[src/rtl/shift_sched_pkg.sv]
// Shared types for the shift scheduler: the shift op encoding used on
// the requester ports and inside the pipeline.
package shift_sched_pkg;

   typedef enum logic [1:0] {
      SHIFT_SLL = 2'd0,
      SHIFT_SRL = 2'd1,
      SHIFT_SRA = 2'd2
   } shift_op_t;

   localparam int SHIFT_OP_W = 2;

endpackage

[src/rtl/shift_sched_shift_right.sv]
// shift_right: combinational W-bit barrel shifter (W = 2**LG_W).
// Ports: data_i, dist_i, is_left_i, is_signed_i in; result_o out.
module shift_right #(
   parameter int LG_W = 6,
   localparam int W   = 1 << LG_W
) (
   input  logic [W-1:0]    data_i,
   input  logic [LG_W-1:0] dist_i,
   input  logic            is_left_i,
   input  logic            is_signed_i,
   output logic [W-1:0]    result_o
);

   logic [W-1:0] src;
   logic [W:0]   ext;
   logic [W:0]   shd;

   // Left shifts reuse the right shifter by reversing bits in and out.
   always_comb begin
      src = '0;
      for (int i = 0; i < W; i++) begin
         src[i] = is_left_i ? data_i[W-1-i] : data_i[i];
      end
   end

   assign ext = {is_signed_i & src[W-1], src};
   assign shd = $signed(ext) >>> dist_i;

   always_comb begin
      result_o = '0;
      for (int i = 0; i < W; i++) begin
         result_o[i] = is_left_i ? shd[W-1-i] : shd[i];
      end
   end

endmodule

[src/rtl/shift_sched.sv]
// shift_sched: two-requester round-robin shift unit, 2-stage pipeline
// (S1 operand register, S2 result register), fixed latency 2.
// Ports: clk, reset (async, active-low); req_valid/req_ready[1:0] with
// per-requester data/dist/op/word/tag; flush; out_valid/out_ready with
// out_data/out_tag/out_src; busy.
// Option: SHIFT_WORD_OPS_EN enables 32-bit word ops (needs LG_W >= 5).
module shift_sched
   import shift_sched_pkg::*;
#(
   parameter int LG_W  = 6,
   parameter int TAG_W = 6,
   localparam int W    = 1 << LG_W
) (
   input  logic             clk,
   input  logic             reset,
   input  logic [1:0]       req_valid,
   output logic [1:0]       req_ready,
   input  logic [W-1:0]     req_data0,
   input  logic [W-1:0]     req_data1,
   input  logic [LG_W-1:0]  req_dist0,
   input  logic [LG_W-1:0]  req_dist1,
   input  shift_op_t        req_op0,
   input  shift_op_t        req_op1,
   input  logic             req_word0,
   input  logic             req_word1,
   input  logic [TAG_W-1:0] req_tag0,
   input  logic [TAG_W-1:0] req_tag1,
   input  logic             flush,
   output logic             out_valid,
   input  logic             out_ready,
   output logic [W-1:0]     out_data,
   output logic [TAG_W-1:0] out_tag,
   output logic             out_src,
   output logic             busy
);

   logic             ptr_q, ptr_d;
   logic             s1_v_q, s1_v_d;
   logic [W-1:0]     s1_data_q, s1_data_d;
   logic [LG_W-1:0]  s1_dist_q, s1_dist_d;
   shift_op_t        s1_op_q, s1_op_d;
   logic [TAG_W-1:0] s1_tag_q, s1_tag_d;
   logic             s1_src_q, s1_src_d;
   logic             s2_v_q, s2_v_d;
   logic [W-1:0]     s2_data_q, s2_data_d;
   logic [TAG_W-1:0] s2_tag_q, s2_tag_d;
   logic             s2_src_q, s2_src_d;

   logic             win;
   logic             s1_adv;
   logic             s1_free;
   logic             s2_en;
   logic             fire;
   logic [W-1:0]     sh_data;
   logic [LG_W-1:0]  sh_dist;
   logic [W-1:0]     sh_res;
   logic [W-1:0]     res;

   // Pointer holds the last winner; on conflict the other side wins.
   // With a single requester, the valid one wins.
   assign win = (&req_valid) ? ~ptr_q : ~req_valid[0];

   assign s2_en   = ~s2_v_q | out_ready;
   assign s1_adv  = s1_v_q & s2_en;
   assign s1_free = ~s1_v_q | s1_adv;
   assign fire    = (|req_valid) & s1_free & ~flush;

   assign req_ready = fire ? (win ? 2'b10 : 2'b01) : 2'b00;

`ifdef SHIFT_WORD_OPS_EN
   logic s1_word_q, s1_word_d;
   logic fill;

   // Word ops: upper bits pre-filled so the W-bit shifter yields the
   // correct low 32 bits, then the result is sign-extended from bit 31.
   always_comb begin
      sh_data = s1_data_q;
      sh_dist = s1_dist_q;
      fill    = (s1_op_q == SHIFT_SRA) & s1_data_q[31];
      if (s1_word_q) begin
         for (int i = 32; i < W; i++) sh_data[i] = fill;
         sh_dist = LG_W'(s1_dist_q[4:0]);
      end
   end

   always_comb begin
      res = sh_res;
      if (s1_word_q) begin
         for (int i = 32; i < W; i++) res[i] = sh_res[31];
      end
   end

   always_comb begin
      s1_word_d = s1_word_q;
      if (fire) s1_word_d = win ? req_word1 : req_word0;
   end

   always_ff @(posedge clk or negedge reset) begin
      if (!reset) s1_word_q <= 1'b0;
      else        s1_word_q <= s1_word_d;
   end
`else
   logic unused_word;
   assign unused_word = req_word0 ^ req_word1;
   assign sh_data     = s1_data_q;
   assign sh_dist     = s1_dist_q;
   assign res         = sh_res;
`endif

   shift_right #(
      .LG_W(LG_W)
   ) u_shift (
      .data_i      (sh_data),
      .dist_i      (sh_dist),
      .is_left_i   (s1_op_q == SHIFT_SLL),
      .is_signed_i (s1_op_q == SHIFT_SRA),
      .result_o    (sh_res)
   );

   always_comb begin
      ptr_d     = ptr_q;
      s1_v_d    = s1_v_q;
      s1_data_d = s1_data_q;
      s1_dist_d = s1_dist_q;
      s1_op_d   = s1_op_q;
      s1_tag_d  = s1_tag_q;
      s1_src_d  = s1_src_q;
      s2_v_d    = s2_v_q;
      s2_data_d = s2_data_q;
      s2_tag_d  = s2_tag_q;
      s2_src_d  = s2_src_q;

      if (s1_free) s1_v_d = fire;
      if (fire) begin
         ptr_d     = win;
         s1_data_d = win ? req_data1 : req_data0;
         s1_dist_d = win ? req_dist1 : req_dist0;
         s1_op_d   = win ? req_op1   : req_op0;
         s1_tag_d  = win ? req_tag1  : req_tag0;
         s1_src_d  = win;
      end

      if (s2_en) s2_v_d = s1_v_q;
      if (s1_adv) begin
         s2_data_d = res;
         s2_tag_d  = s1_tag_q;
         s2_src_d  = s1_src_q;
      end

      // Flush kills both stages; no transfer happens, so ptr holds.
      if (flush) begin
         s1_v_d = 1'b0;
         s2_v_d = 1'b0;
      end
   end

   always_ff @(posedge clk or negedge reset) begin
      if (!reset) begin
         ptr_q     <= 1'b1;
         s1_v_q    <= 1'b0;
         s1_data_q <= '0;
         s1_dist_q <= '0;
         s1_op_q   <= SHIFT_SLL;
         s1_tag_q  <= '0;
         s1_src_q  <= 1'b0;
         s2_v_q    <= 1'b0;
         s2_data_q <= '0;
         s2_tag_q  <= '0;
         s2_src_q  <= 1'b0;
      end else begin
         ptr_q     <= ptr_d;
         s1_v_q    <= s1_v_d;
         s1_data_q <= s1_data_d;
         s1_dist_q <= s1_dist_d;
         s1_op_q   <= s1_op_d;
         s1_tag_q  <= s1_tag_d;
         s1_src_q  <= s1_src_d;
         s2_v_q    <= s2_v_d;
         s2_data_q <= s2_data_d;
         s2_tag_q  <= s2_tag_d;
         s2_src_q  <= s2_src_d;
      end
   end

   assign out_valid = s2_v_q;
   assign out_data  = s2_data_q;
   assign out_tag   = s2_tag_q;
   assign out_src   = s2_src_q;
   assign busy      = s1_v_q | s2_v_q;

endmodule
[config.mk]
export PLATFORM = sky130hd
export DESIGN_NAME = shift_sched
export DESIGN_NICKNAME = d
export VERILOG_FILES = /design/src/rtl/shift_sched_pkg.sv /design/src/rtl/shift_sched_shift_right.sv /design/src/rtl/shift_sched.sv
export SDC_FILE = /design/constraint.sdc
export NUM_CORES = 1
export LEC_CHECK = 0
export BUFFER_PORTS_ARGS = -buffer_cell sky130_fd_sc_hd__buf_2
export CORE_ASPECT_RATIO = 0.75
export CORE_MARGIN = 5
export CORE_UTILIZATION = 35
export DETAILED_ROUTE_END_ITERATION = 7
export HOLD_SLACK_MARGIN = 0.05
export REMOVE_ABC_BUFFERS = 1
export SLEW_MARGIN = 20
export SYNTH_ARGS = -nofsm -noshare
export SYNTH_HDL_FRONTEND = slang
export SYNTH_SLANG_ARGS = --single-unit
[constraint.sdc]
create_clock -name clk -period 4.1 [get_ports clk]
set_clock_uncertainty 0.15 [all_clocks]
set_input_delay 1.23 -clock clk [delete_from_list [all_inputs] [get_ports clk]]
set_output_delay 1.23 -clock clk [all_outputs]
set_load 0.03 [all_outputs]
==> summary.txt <==
Run status
  – Outcome: finished, violations left
  – Failing checks: design-rule violations

Critical path
  – FF-to-FF setup slack: 540 ps
  – Max FO, Critical Path: 5
  – Critical path origin: out_ready
  – Critical Path Most Common Cell: buf_2
  – Slowest Stage Delay on Critical Path: 340 ps
  – Reg2reg start: s1_op_q[1]
  – Crit-path cells: buf_2 > nor2b_1 > a21oi_1 > nand2_1 > a21oi_4 > buf_2
  – Reg2reg path depth: 9
  – WP data required: 2720 ps
  – Critical path capture point type: output pin
  – CP Launch Type: input pin
  – Kind of critical path: in2out
  – WP data arrival: 2510 ps
  – Slowest CP cell: a21oi_1

Synth
  – Share of synthesized flip-flops with an asynchronous set or reset: 100%
  – Prevailing post-synth register cell: dfrtp_1
  – Mapped Avg Cell Area: 9.71 µm²
  – Mapped Area: 0.0120 mm²
  – Ys Warns: 0
  – Yosys cell types: 74
  – Synthesized instance count: 1236
  – Post-synth EDFFs: 0
  – #FFs+latches synth: 153
  – Post-synthesis sequential area ratio: 31.9%

Die
  – Die ar.: 0.0381 mm²
  – Die W: 224 µm
  – Cell Rows: 58
  – Starting Density: 35.6%
  – Die Span Y: 170 µm
  – I/O pin cnt: 239
  – CORE AREA: 0.0337 mm²

Clock network
  – Hold_buf cts: 0
  – Clock root cell: clkbuf_16
  – Post-CTS setup buffers: 0
  – CTS tree: done
  – Sink count of the clock tree: 153
  – Htree depth: 4
  – Cts repair resizes: 0
  – Clock Latency Late Sink: 460 ps
  – Bufs on Longest Clock Path: 2
  – Worst-path clk slew: 60 ps
  – Num CTS Buffers: 17

Global route
  – Number of global-route vias before repair: 11600
  – Gr usage total: 26.2%
  – Overflow after GRT: 0
  – First-pass GRT wire length: 75.9 mm
  – Initial antenna violation count: 0
  – Largest net degree at the start of global routing: 80

Drt
  – DRT Wirelength: 50.7 mm
  – DRT antenna net count: 0
  – DR WL/cell: 26.6 µm
  – Vias after detailed routing: 12300
  – Vias per std cell: 6.44
  – # DRC: 2
  – Pre-antenna DRT Iters: 8
  – DR iter-0 viols: 1699

STA
  – Max Freq: 257 MHz
  – RSZ-0062 raised after global routing: false
  – Final setup viols: 0
  – Final min period: 3890 ps
  – Hold WS: 321 ps
  – Period Utilization, post-route: 94.8%
  – Max_slew headroom: 26.2%
  – Slew @ Worst Pin: 1100 ps
  – Fin Setup TNS: 0 ps
  – Final Hold Vio Count: 0
  – Slew Viols, Final: 0

Place
  – Dpl cells: 1871
  – RePlAce Congestion: 0.992
  – DP HPWL: 38.1 mm
  – PortBufs: 236

Hold path
  – Hold Startpoint: s1_src_q
  – Hold Crit Class: reg2reg
  – WHS Path Cells: 2

Pwr
  – Leakage power figure: 0.00652 µW
  – Total power: 9620 µW
  – Power per Cell Area: 661 mW/mm²
  – Worst vdd ir: 0.317 mV

Final layout
  – P&R area growth vs syn: 21.2%
  – Ant. Diodes: 0
  – Layout Nets: 1604
  – Layout cells sized above 1: 32.5%
  – Non-Filler Instances: 1903

Job
  – Max-Cap Viols: 0
Yosys cell counts (12+ instances only):
| master | count | area share (%) |
|---|---|---|
| clkbuf_1 | 71 | 2.2 |
| o22a_1 | 13 | 0.95 |
| nor3_1 | 15 | 0.63 |
| dfrtp_1 | 152 | 32 |
| buf_2 | 12 | 0.50 |
| inv_1 | 83 | 2.6 |
| nand2_1 | 129 | 4.0 |
| a222oi_1 | 82 | 6.8 |
| a211oi_1 | 21 | 1.3 |
| o22ai_1 | 14 | 0.73 |
| o21ai_0 | 51 | 2.1 |
| nor2_1 | 80 | 2.5 |
| a21oi_1 | 62 | 2.6 |
| a22oi_1 | 22 | 1.4 |
| mux2i_1 | 73 | 6.1 |
| a31oi_1 | 12 | 0.63 |
| buf_1 | 27 | 0.84 |
| mux2_2 | 15 | 1.4 |
| o211ai_1 | 18 | 1.1 |
| nand3_1 | 22 | 0.92 |
| mux4_2 | 94 | 18 |
per-layer routing:
layer	share of wire, %	global-route usage, %
met4	1.7	6.10
met1	44	39.7
met3	11	5.67
met2	43	38.5
met5	0	0
flip-flops by register name, summed over array words and instances, names as in the netlist:
name       count
out_src        1
s1_tag_q       6
out_tag        6
s1_data_q     64
s1_dist_q      6
out_valid      1
s1_v_q         1
s1_src_q       1
out_data      64
s1_op_q        2
ptr_q          1
final timing paths:
check                                    end
worst max-delay path            req_ready[1]
worst min-delay path                 out_src
worst max register to register  out_data[26]
worst min register to register       out_src
max in group asynchronous       out_data[32]
min in group asynchronous       s1_data_q[4]
final cells by class:
cell class | count | area [µm²]
fill | 3395 | 19100
multi-input combinational | 880 | 7400
sequential | 153 | 3830
timing repair buffer | 301 | 1800
tap | 450 | 563
clock buffer | 23 | 488
inverter | 87 | 327
clock inverter | 9 | 135
cells by family after synthesis:
logic type      share of synthesized area, %
flops                                   31.9
buf+inv                                 6.82
compound gates                          25.0
mux                                     25.3
simple gates                            11.0
report_power, final:
part           switching, µW  total [µW]  internal (µW)
clock                    665        1690           1030
sequential               402        2330           1930
combinational           3500        5590           2090
worst max-delay path: cells and delay by family:
family                 cells  cell delay (ps)
AOI/OAI and AO/OA          2              670
and+or+nand+nor            2              250
buffers and inverters      2              350
metrics by stage:
| step | util [%] | area [µm²] | setup WS (ps) |
|---|---|---|---|
| after detailed placement | 41.3 | 13900 | 227 |
| after floorplan | - | 11500 | -2020 |
| after CTS | 43.2 | 14500 | 220 |
| after global routing | 43.2 | 14500 | 86.4 |
| after global placement | 41.3 | 13900 | 223 |
| final | 43.2 | 14500 | 214 |
cells in the final DEF (no fill, tap or decap), types with 7 or more instances in the layout:
| cell type | instances |
|---|---|
| mux4_2 | 94 |
| and3_1 | 8 |
| a211oi_1 | 21 |
| nor2_1 | 79 |
| a222oi_1 | 82 |
| o21ai_0 | 51 |
| or3_1 | 9 |
| o22a_1 | 13 |
| mux2_2 | 15 |
| nand3_1 | 22 |
| mux2i_1 | 73 |
| nor3_1 | 15 |
| clkbuf_16 | 17 |
| a31oi_1 | 12 |
| buf_4 | 55 |
| buf_2 | 235 |
| dfrtp_1 | 149 |
| inv_1 | 83 |
| a21oi_1 | 60 |
| a221oi_1 | 7 |
| o211ai_1 | 18 |
| o221ai_1 | 10 |
| a22oi_1 | 22 |
| and2_1 | 8 |
| o22ai_1 | 14 |
| buf_12 | 10 |
| o21a_1 | 9 |
| nand2_1 | 129 |
Note: power is estimated with default switching activity, not from simulation.
